===== config.mk =====
export PLATFORM = sky130hd
export DESIGN_NAME = game_sequencer
export DESIGN_NICKNAME = d
export VERILOG_FILES = /design/src/rtl/game_sequencer.sv
export SDC_FILE = /design/constraint.sdc
export NUM_CORES = 1
export LEC_CHECK = 0
export CELL_PAD_IN_SITES_DETAIL_PLACEMENT = 1
export CELL_PAD_IN_SITES_GLOBAL_PLACEMENT = 2
export CORE_MARGIN = 3
export CORE_UTILIZATION = 30
export CTS_CLUSTER_SIZE = 16
export DETAILED_ROUTE_END_ITERATION = 12
export MAX_ROUTING_LAYER = met4
export PLACE_DENSITY_LB_ADDON = 0.1
export SYNTH_ARGS = -nofsm -noshare
export SYNTH_HDL_FRONTEND = slang
export SYNTH_SLANG_ARGS = --single-unit

===== constraint.sdc =====
create_clock -name clk -period 5.19 [get_ports clk]
set_input_delay 1.038 -clock clk [delete_from_list [all_inputs] [get_ports clk]]
set_output_delay 1.038 -clock clk [all_outputs]
set_load 0.1 [all_outputs]

===== src/rtl/game_sequencer.sv =====
// Run controller for the runner game: idle/countdown/play/over sequencing and game-logic reset.
// Latency: all outputs registered, one cycle after the triggering input or new_frame pulse.
// Backpressure: none; buttons are edge-detected and per-frame actions are latched on new_frame.
module game_sequencer #(
    parameter int COUNTDOWN_FRAMES = 180,
    parameter int OVER_HOLD_FRAMES = 120,
    parameter int SCORE_SHIFT      = 12,
    parameter int GRAVITY_BASE     = 1,
    parameter int JUMP_BASE        = 190,
    parameter int JUMP_STEP        = 8,
    parameter int DUCK_BASE        = 20
) (
    input  logic        clk,
    input  logic        rst,
    input  logic        new_frame,
    input  logic        btn_start,
    input  logic        btn_duck,
    input  logic        btn_jump,
    input  logic        btn_left,
    input  logic        btn_right,
    input  logic        game_over_in,
    input  logic [15:0] player_score_in,
    output logic        logic_rst,
    output logic [1:0]  state,
    output logic [2:0]  level,
    output logic [3:0]  speed,
    output logic [5:0]  gravity,
    output logic [7:0]  duck_limit,
    output logic [9:0]  vertical_jump,
    output logic        duck,
    output logic        jump,
    output logic        left,
    output logic        right,
    output logic [7:0]  countdown,
    output logic [15:0] high_score
);

    typedef enum logic [1:0] {
        S_IDLE      = 2'd0,
        S_COUNTDOWN = 2'd1,
        S_PLAY      = 2'd2,
        S_OVER      = 2'd3
    } state_t;

    state_t      state_q;
    logic [7:0]  cnt_q;
    logic        lrst_q;
    logic [15:0] hs_q;
    logic [2:0]  level_q, level_d;
    logic [3:0]  speed_q;
    logic [5:0]  gravity_q;
    logic [7:0]  duck_limit_q;
    logic [9:0]  vjump_q;
    logic [4:0]  prev_q;
    // action bit order: [0] duck, [1] jump, [2] left, [3] right
    logic [3:0]  act_q, pend_q;

    logic [4:0]  btn_vec, press;
    logic [3:0]  act_press, act_req;
    logic        start_press;
    logic [15:0] score_sh;
    logic [2:0]  score_lvl;

    function automatic logic [3:0] speed_of(input logic [2:0] l);
        if (l < 3'd2)      return 4'd1;
        else if (l < 3'd4) return 4'd2;
        else               return 4'd4;
    endfunction

    function automatic logic [5:0] gravity_of(input logic [2:0] l);
        return 6'(GRAVITY_BASE + int'(l));
    endfunction

    function automatic logic [9:0] vjump_of(input logic [2:0] l);
        return 10'(JUMP_BASE + int'(l) * JUMP_STEP);
    endfunction

    function automatic logic [7:0] duck_of(input logic [2:0] l);
        int d;
        d = DUCK_BASE - 2 * int'(l);
        if (d < 4) d = 4;
        return 8'(d);
    endfunction

    // Button edges, target level, and the resolved per-frame action request
    always_comb begin
        btn_vec     = {btn_right, btn_left, btn_jump, btn_duck, btn_start};
        press       = btn_vec & ~prev_q;
        start_press = press[0];
        act_press   = press[4:1];
        act_req     = pend_q | act_press;
        score_sh    = player_score_in >> SCORE_SHIFT;
        score_lvl   = (score_sh > 16'd7) ? 3'd7 : score_sh[2:0];
        level_d     = level_q;
        case (state_q)
            S_IDLE, S_COUNTDOWN: level_d = 3'd0;
            S_PLAY:  if (new_frame && !game_over_in) level_d = score_lvl;
            S_OVER:  if (start_press && cnt_q == 8'd0) level_d = 3'd0;
            default: level_d = level_q;
        endcase
    end

    // Previous button levels; all ones at reset so held buttons need a re-press
    always_ff @(posedge clk) begin
        if (rst) prev_q <= '1;
        else     prev_q <= btn_vec;
    end

    // Run-state sequencing, frame counter, game-logic reset and high score
    always_ff @(posedge clk) begin
        if (rst) begin
            state_q <= S_IDLE;
            cnt_q   <= 8'd0;
            lrst_q  <= 1'b1;
            hs_q    <= 16'd0;
        end else begin
            case (state_q)
                S_IDLE: begin
                    lrst_q <= 1'b1;
                    if (start_press) begin
                        state_q <= S_COUNTDOWN;
                        cnt_q   <= 8'(COUNTDOWN_FRAMES);
                    end
                end
                S_COUNTDOWN: begin
                    lrst_q <= 1'b1;
                    if (new_frame) begin
                        if (cnt_q == 8'd1) begin
                            state_q <= S_PLAY;
                            cnt_q   <= 8'd0;
                            lrst_q  <= 1'b0;
                        end else begin
                            cnt_q <= cnt_q - 8'd1;
                        end
                    end
                end
                S_PLAY: begin
                    lrst_q <= 1'b0;
                    if (game_over_in) begin
                        state_q <= S_OVER;
                        cnt_q   <= 8'(OVER_HOLD_FRAMES);
                        if (player_score_in > hs_q) hs_q <= player_score_in;
                    end
                end
                S_OVER: begin
                    // game logic stays out of reset so the final score remains visible
                    lrst_q <= 1'b0;
                    if (start_press && cnt_q == 8'd0) begin
                        state_q <= S_COUNTDOWN;
                        cnt_q   <= 8'(COUNTDOWN_FRAMES);
                        lrst_q  <= 1'b1;
                    end else if (new_frame && cnt_q != 8'd0) begin
                        cnt_q <= cnt_q - 8'd1;
                    end
                end
                default: state_q <= S_IDLE;
            endcase
        end
    end

    // Level and difficulty settings, updated together from the next level
    always_ff @(posedge clk) begin
        if (rst) begin
            level_q      <= 3'd0;
            speed_q      <= speed_of(3'd0);
            gravity_q    <= gravity_of(3'd0);
            duck_limit_q <= duck_of(3'd0);
            vjump_q      <= vjump_of(3'd0);
        end else begin
            level_q      <= level_d;
            speed_q      <= speed_of(level_d);
            gravity_q    <= gravity_of(level_d);
            duck_limit_q <= duck_of(level_d);
            vjump_q      <= vjump_of(level_d);
        end
    end

    // Collect presses during a frame, publish them on new_frame; left+right cancel
    always_ff @(posedge clk) begin
        if (rst || state_q != S_PLAY || game_over_in) begin
            act_q  <= 4'd0;
            pend_q <= 4'd0;
        end else if (new_frame) begin
            act_q  <= {act_req[3] & ~act_req[2], act_req[2] & ~act_req[3], act_req[1], act_req[0]};
            pend_q <= 4'd0;
        end else begin
            pend_q <= pend_q | act_press;
        end
    end

    assign state         = state_q;
    assign countdown     = cnt_q;
    assign logic_rst     = lrst_q;
    assign high_score    = hs_q;
    assign level         = level_q;
    assign speed         = speed_q;
    assign gravity       = gravity_q;
    assign duck_limit    = duck_limit_q;
    assign vertical_jump = vjump_q;
    assign duck          = act_q[0];
    assign jump          = act_q[1];
    assign left          = act_q[2];
    assign right         = act_q[3];

endmodule


==> results of run 1 <==
-- state kept, by name, summed over array words and instances (netlist names) --
name and cells:
high_score 16, countdown 8, prev_q 5, act_q 4, duck_limit 4, gravity 4, pend_q 4, level 3
speed 3, vertical_jump 3, state 2, logic_rst 1
-- where the power goes --
group / internal (mW) / switching [mW]
logic: 0.202 / 0.481
registers: 0.472 / 0.0421
clock network: 0.184 / 0.187
-- path summary, 6_finish.rpt --
path	slack (ns)	start	endpoint
hold reg to reg	0.47	act_q[3]	act_q[3]
setup / recovery	1.79	player_score_in[15]	high_score[1]
setup reg to reg	2.52	countdown[2]	duck_limit[1]
hold / removal	0.47	act_q[3]	act_q[3]
-- routing by layer --
metal	GRT usage (%)	share of wire, %	vias up
met5	-	0	-
met4	4.60	1.4	0
met3	3.36	4.0	9
met2	22.8	46	57
met1	19.0	49	1237
li1	-	-	1272
-- layout make-up --
type / count / area [um2] / share of cell area [%]
clock inverters: 5 / 31.3 / 0.777
multi-input cells: 235 / 1680 / 41.7
inverters: 37 / 139 / 3.45
clock buffers: 11 / 141 / 3.51
flip-flops and latches: 57 / 1140 / 28.4
repair buffers: 73 / 726 / 18.0
well taps: 133 / 166 / 4.14
-- placed cells by master, fill, tap and decap left out, drive strengths merged, types with 3 or more instances in the layout --
master	count
nor2b	5
clkinv	4
ha	27
nand2	12
conb	13
a21oi	20
mux2i	20
inv	37
clkbuf	11
a32oi	3
nand2b	38
nand4	5
a21o	4
o21ai	4
nor3	7
nand3b	4
nor2	24
a31o	3
clkdlybuf4s50	72
or2	8
dfxtp	57
a211oi	6
-- worst max-delay path, delay by kind of cell --
| kind | cells | cell delay [ns] |
|---|---|---|
| AO/OA/AOI/OAI | 2 | 1.09 |
| AND/OR/NAND/NOR | 2 | 0.42 |
| adder cells (fa/ha/maj) | 1 | 0.34 |
| buffers and inverters | 1 | 0.49 |
| multiplexers | 1 | 0.28 |
-- cell families after synthesis --
logic type               after synthesis  share of synthesized area (%)
other                                  2                          0.243
flip-flops                            57                           36.9
adder cells (fa/ha/maj)               27                           10.9
AO/OA/AOI/OAI                         56                           12.5
XOR/XNOR                               4                           1.13
multiplexers                          20                           6.48
buffers and inverters                 66                           10.0
AND/OR/NAND/NOR                      115                           21.7
==> impl_metrics.ini, run 1 <==
[status]
status = complete, no violations

[die]
fp.coreArea_um2 = 9910
initial_core_util_pct = 31.2
ios = 87
die_x_um = 107
row_count = 36
die_h_um = 107
die_area_um2 = 11600

[layout]
utilization_pct = 40.6
fillCellCount = 1192
syn_to_final_growth_pct = 30.3
final_cells = 551
nets = 465
drive_gt1_share_pct = 7.18
finalInstanceArea_um2 = 4020
num_antenna_cells = 0

[detailed_routing]
drtIter0Drc = 89
drc = 0
vias = 2575
antenna_left = 0
vias_per_cell = 4.67
drt_wl_total_mm = 7.75
wl_per_cell_um = 14.1
drtPass1Iterations = 4

[sta]
rsz0062_at_grt = false
finalSetupViolCount = 0
worst_pin_slew_ns = 1.04
hold_slack_ns = 0.469
slew_headroom_pct = 30.7
fin_crit_sh_pct = 65.4
tns_ns = 0
finalClockSkew_ns = 0.00718
hold_viol = 0
max_freq_mhz = 294
finalMaxSlewViolations = 0
period_minus_slack_ns = 3.40
setup_ws_ns = 1.79

[synth]
ys_ff_latch = 57
synth.top_cell.area_share_pct = 36.9
synth_area_um2 = 3090
yosysWarningCount = 0
synth_cells = 347
synth_commonest_cells = 57 x dfxtp_1, 38 x nand2b_1, 37 x inv_1
ys_seq_area_share_pct = 36.9
synth.most_common_cell = dfxtp_1
yosysTopAreaCell = dfxtp_1
yosysUniqueCellTypes = 47
synthFlopType = dfxtp_1
async_reset_ff_share_pct = 0
postSynthAreaPerCell_um2 = 8.90
synth_edf_count = 0
netlist_top_cells_area = dfxtp_1 37%, ha_1 11%, nand2b_1 7.7%

[global_route]
grt_pass1_wl_mm = 13.1
grt_max_degree = 65
grt_usage_pct = 14.6
antenna_found_initial = 0
gr-total-overflow = 0
grt_pass1_vias = 2637

[setup_path]
cp_max_fo = 16
crit_type = primary input to register
cp_cell_sequence = clkdlybuf4s50_1, ha_1, nand4_1, nor3_1, a21boi_0, o31a_1, mux2i_1
cp.required_ns = 5.44
cpPeakStageDelay_ns = 0.86
cp_slowest_cell = o31a_1
end_kind = register
r2r_cells = 7
critPathArrivalTime_ns = 3.65
critPathLaunchType = primary input

[clock_tree]
cts_setup_buffers = 0
cts_root_buffer = clkbuf_8
cts_tree = yes
clk_latency_ns = 0.34
clk_pin_slew_ns = 0.07
cts.path.max_buffers = 2
postCtsResizedCells = 0
htree_levels = 3
hold_buffers = 0
numCtsBuffers = 9
cts.sinks = 57

[placement]
place_hpwl_mm = 5.71
io_buffers = 73
dp.cells = 535
dpl_cell_area_um2 = 3850
place_congestion = 0.743
pre_cts_ws_ns = 1.43

[min_path]
worstHoldPathCells = 2
hp-class = register to register

[power]
p_leak_nw = 1.53
powerDensity_nw_per_um2 = 390
vdd_ir_drop_max_v = 0.000201
power.total_mw = 1.57

[run]
maxCapViolCount = 0
No activity file was read; power rests on OpenSTA's default activity.
==> run 2, diff against run 1 <==
--- a/config.mk
+++ b/config.mk
@@ -8,7 +8,7 @@
 export CELL_PAD_IN_SITES_DETAIL_PLACEMENT = 1
 export CELL_PAD_IN_SITES_GLOBAL_PLACEMENT = 2
 export CORE_MARGIN = 3
-export CORE_UTILIZATION = 30
+export CORE_UTILIZATION = 28
 export CTS_CLUSTER_SIZE = 16
 export DETAILED_ROUTE_END_ITERATION = 12
 export MAX_ROUTING_LAYER = met4
==> constraint.sdc (replaced) <==
create_clock -name clk -period 3.3 [get_ports clk]
set_input_delay 0.66 -clock clk [delete_from_list [all_inputs] [get_ports clk]]
set_output_delay 0.66 -clock clk [all_outputs]
set_load 0.1 [all_outputs]
==> impl_metrics.ini, run 2 (synthesized netlist as in run 1, its figures left out) <==
[clock_tree]
cts.path.max_buffers = 2
postCtsResizedCells = 0
cts.sinks = 57
clk_pin_slew_ns = 0.07
clk_latency_ns = 0.34
numCtsBuffers = 9
hold_buffers = 0
htree_levels = 3
cts_root_buffer = clkbuf_8
cts_setup_buffers = 0
cts_tree = yes

[sta]
rsz0062_at_grt = false
period_minus_slack_ns = 2.55
max_freq_mhz = 392
fin_crit_sh_pct = 77.4
tns_ns = 0
hold_viol = 0
slew_headroom_pct = 36.3
worst_pin_slew_ns = 0.956
finalMaxSlewViolations = 0
setup_ws_ns = 0.747
finalClockSkew_ns = 0.00658
finalSetupViolCount = 0

[setup_path]
crit_type = primary input to register
end_kind = register
cpPeakStageDelay_ns = 0.50
critPathTopFamily = buffers and inverters
cp_slowest_cell = clkdlybuf4s50_1
cp_max_fo = 11
critPathBufInv = 2
critPathArrivalTime_ns = 2.83
cp.required_ns = 3.57
cp_cell_sequence = clkdlybuf4s50_1, ha_1, nand4_1, nor3_1, a21boi_0, o31a_1, buf_4, mux2i_1
critPathLaunchType = primary input

[layout]
multi_input_area_um2 = 1680
final_cells = 560
final_common_cell = dfxtp_1
syn_to_final_growth_pct = 28.9
largest_register_ff_count = 16
regArea_um2 = 1140
nets = 471
drive_gt1_share_pct = 20.3
fillCellCount = 1234
utilization_pct = 37.9
final_cell_mix = 57 x dfxtp_1, 55 x buf_4, 38 x nand2b_1, 37 x inv_1, 27 x ha_1
num_antenna_cells = 0

[global_route]
grt_max_degree = 63
grt_pass1_vias = 2729
grt_usage_pct = 14.3
antenna_found_initial = 0
gr-total-overflow = 0
grt_pass1_wl_mm = 13.9

[die]
fp.coreArea_um2 = 10500
die_area_um2 = 12300
ios = 87
die_h_um = 111
initial_core_util_pct = 29.4
die_x_um = 111
row_count = 37

[detailed_routing]
wl_per_cell_um = 14.6
vias_per_cell = 4.54
drtPass1Iterations = 4
drt_wl_total_mm = 8.17
drtIter0Drc = 39
antenna_left = 0
drc = 0
vias = 2544

[placement]
pre_cts_ws_ns = 0.349
place_hpwl_mm = 5.99
place_congestion = 0.712
dp.cells = 544
io_buffers = 73

[status]
status = complete, no violations

[power]
p_leak_nw = 1.65
powerDensity_nw_per_um2 = 644
vdd_ir_drop_max_v = 0.000299
power.total_mw = 2.56

[run]
maxCapViolCount = 0

[min_path]
hp-class = register to register
run 2: worst paths after layout:
check / startpoint / endpoint / slack [ns] / depth (start not counted)
worst min-delay path: act_q[3] / act_q[3] / 0.47 / 2
worst min register to register: act_q[3] / act_q[3] / 0.47 / 2
worst max-delay path: player_score_in[15] / high_score[10] / 0.75 / 8
worst max register to register: countdown[2] / duck_limit[1] / 0.81 / 7
run 2: cell type report:
class,count,area share [%]
multi-input combinational,235,42.2
sequential,57,28.7
timing repair buffer,79,16.3
tap,136,4.27
inverter,37,3.49
clock buffer,10,3.46
clock inverter,6,1.67
run 2: tightest hold or removal path: cells and delay by family, from the launching register on:
kind            cells  cell delay [ns]
simple gates        1             0.06
flops               1             0.32
compound gates      1             0.05
run 2: where the power goes:
part           switching, mW  leakage [nW]  internal, mW  total [mW]
logic                  0.761          1.09         0.305        1.07
clock network          0.318        0.0949         0.370       0.688
registers             0.0669         0.462         0.742       0.809
total                   1.15          1.65          1.42        2.56
run 2: per-stage QoR:
stage	hold slack (ns)	instance area (um2)
3_5_place_dp	0.468	3780
5_1_grt	0.502	3980
2_1_floorplan	0.439	3130
3_3_place_gp	0.458	3780
6_report	0.472	3980
4_1_cts	0.480	3980
run 2: layer usage:
layer / vias to the layer above / GRT usage, % / part of all wire [%]
met3: 10 / 4.48 / 4.7
met1: 1197 / 18.4 / 49
li1: 1286 / - / -
met4: 0 / 4.38 / 1.3
met2: 51 / 21.5 / 45
met5: - / - / 0
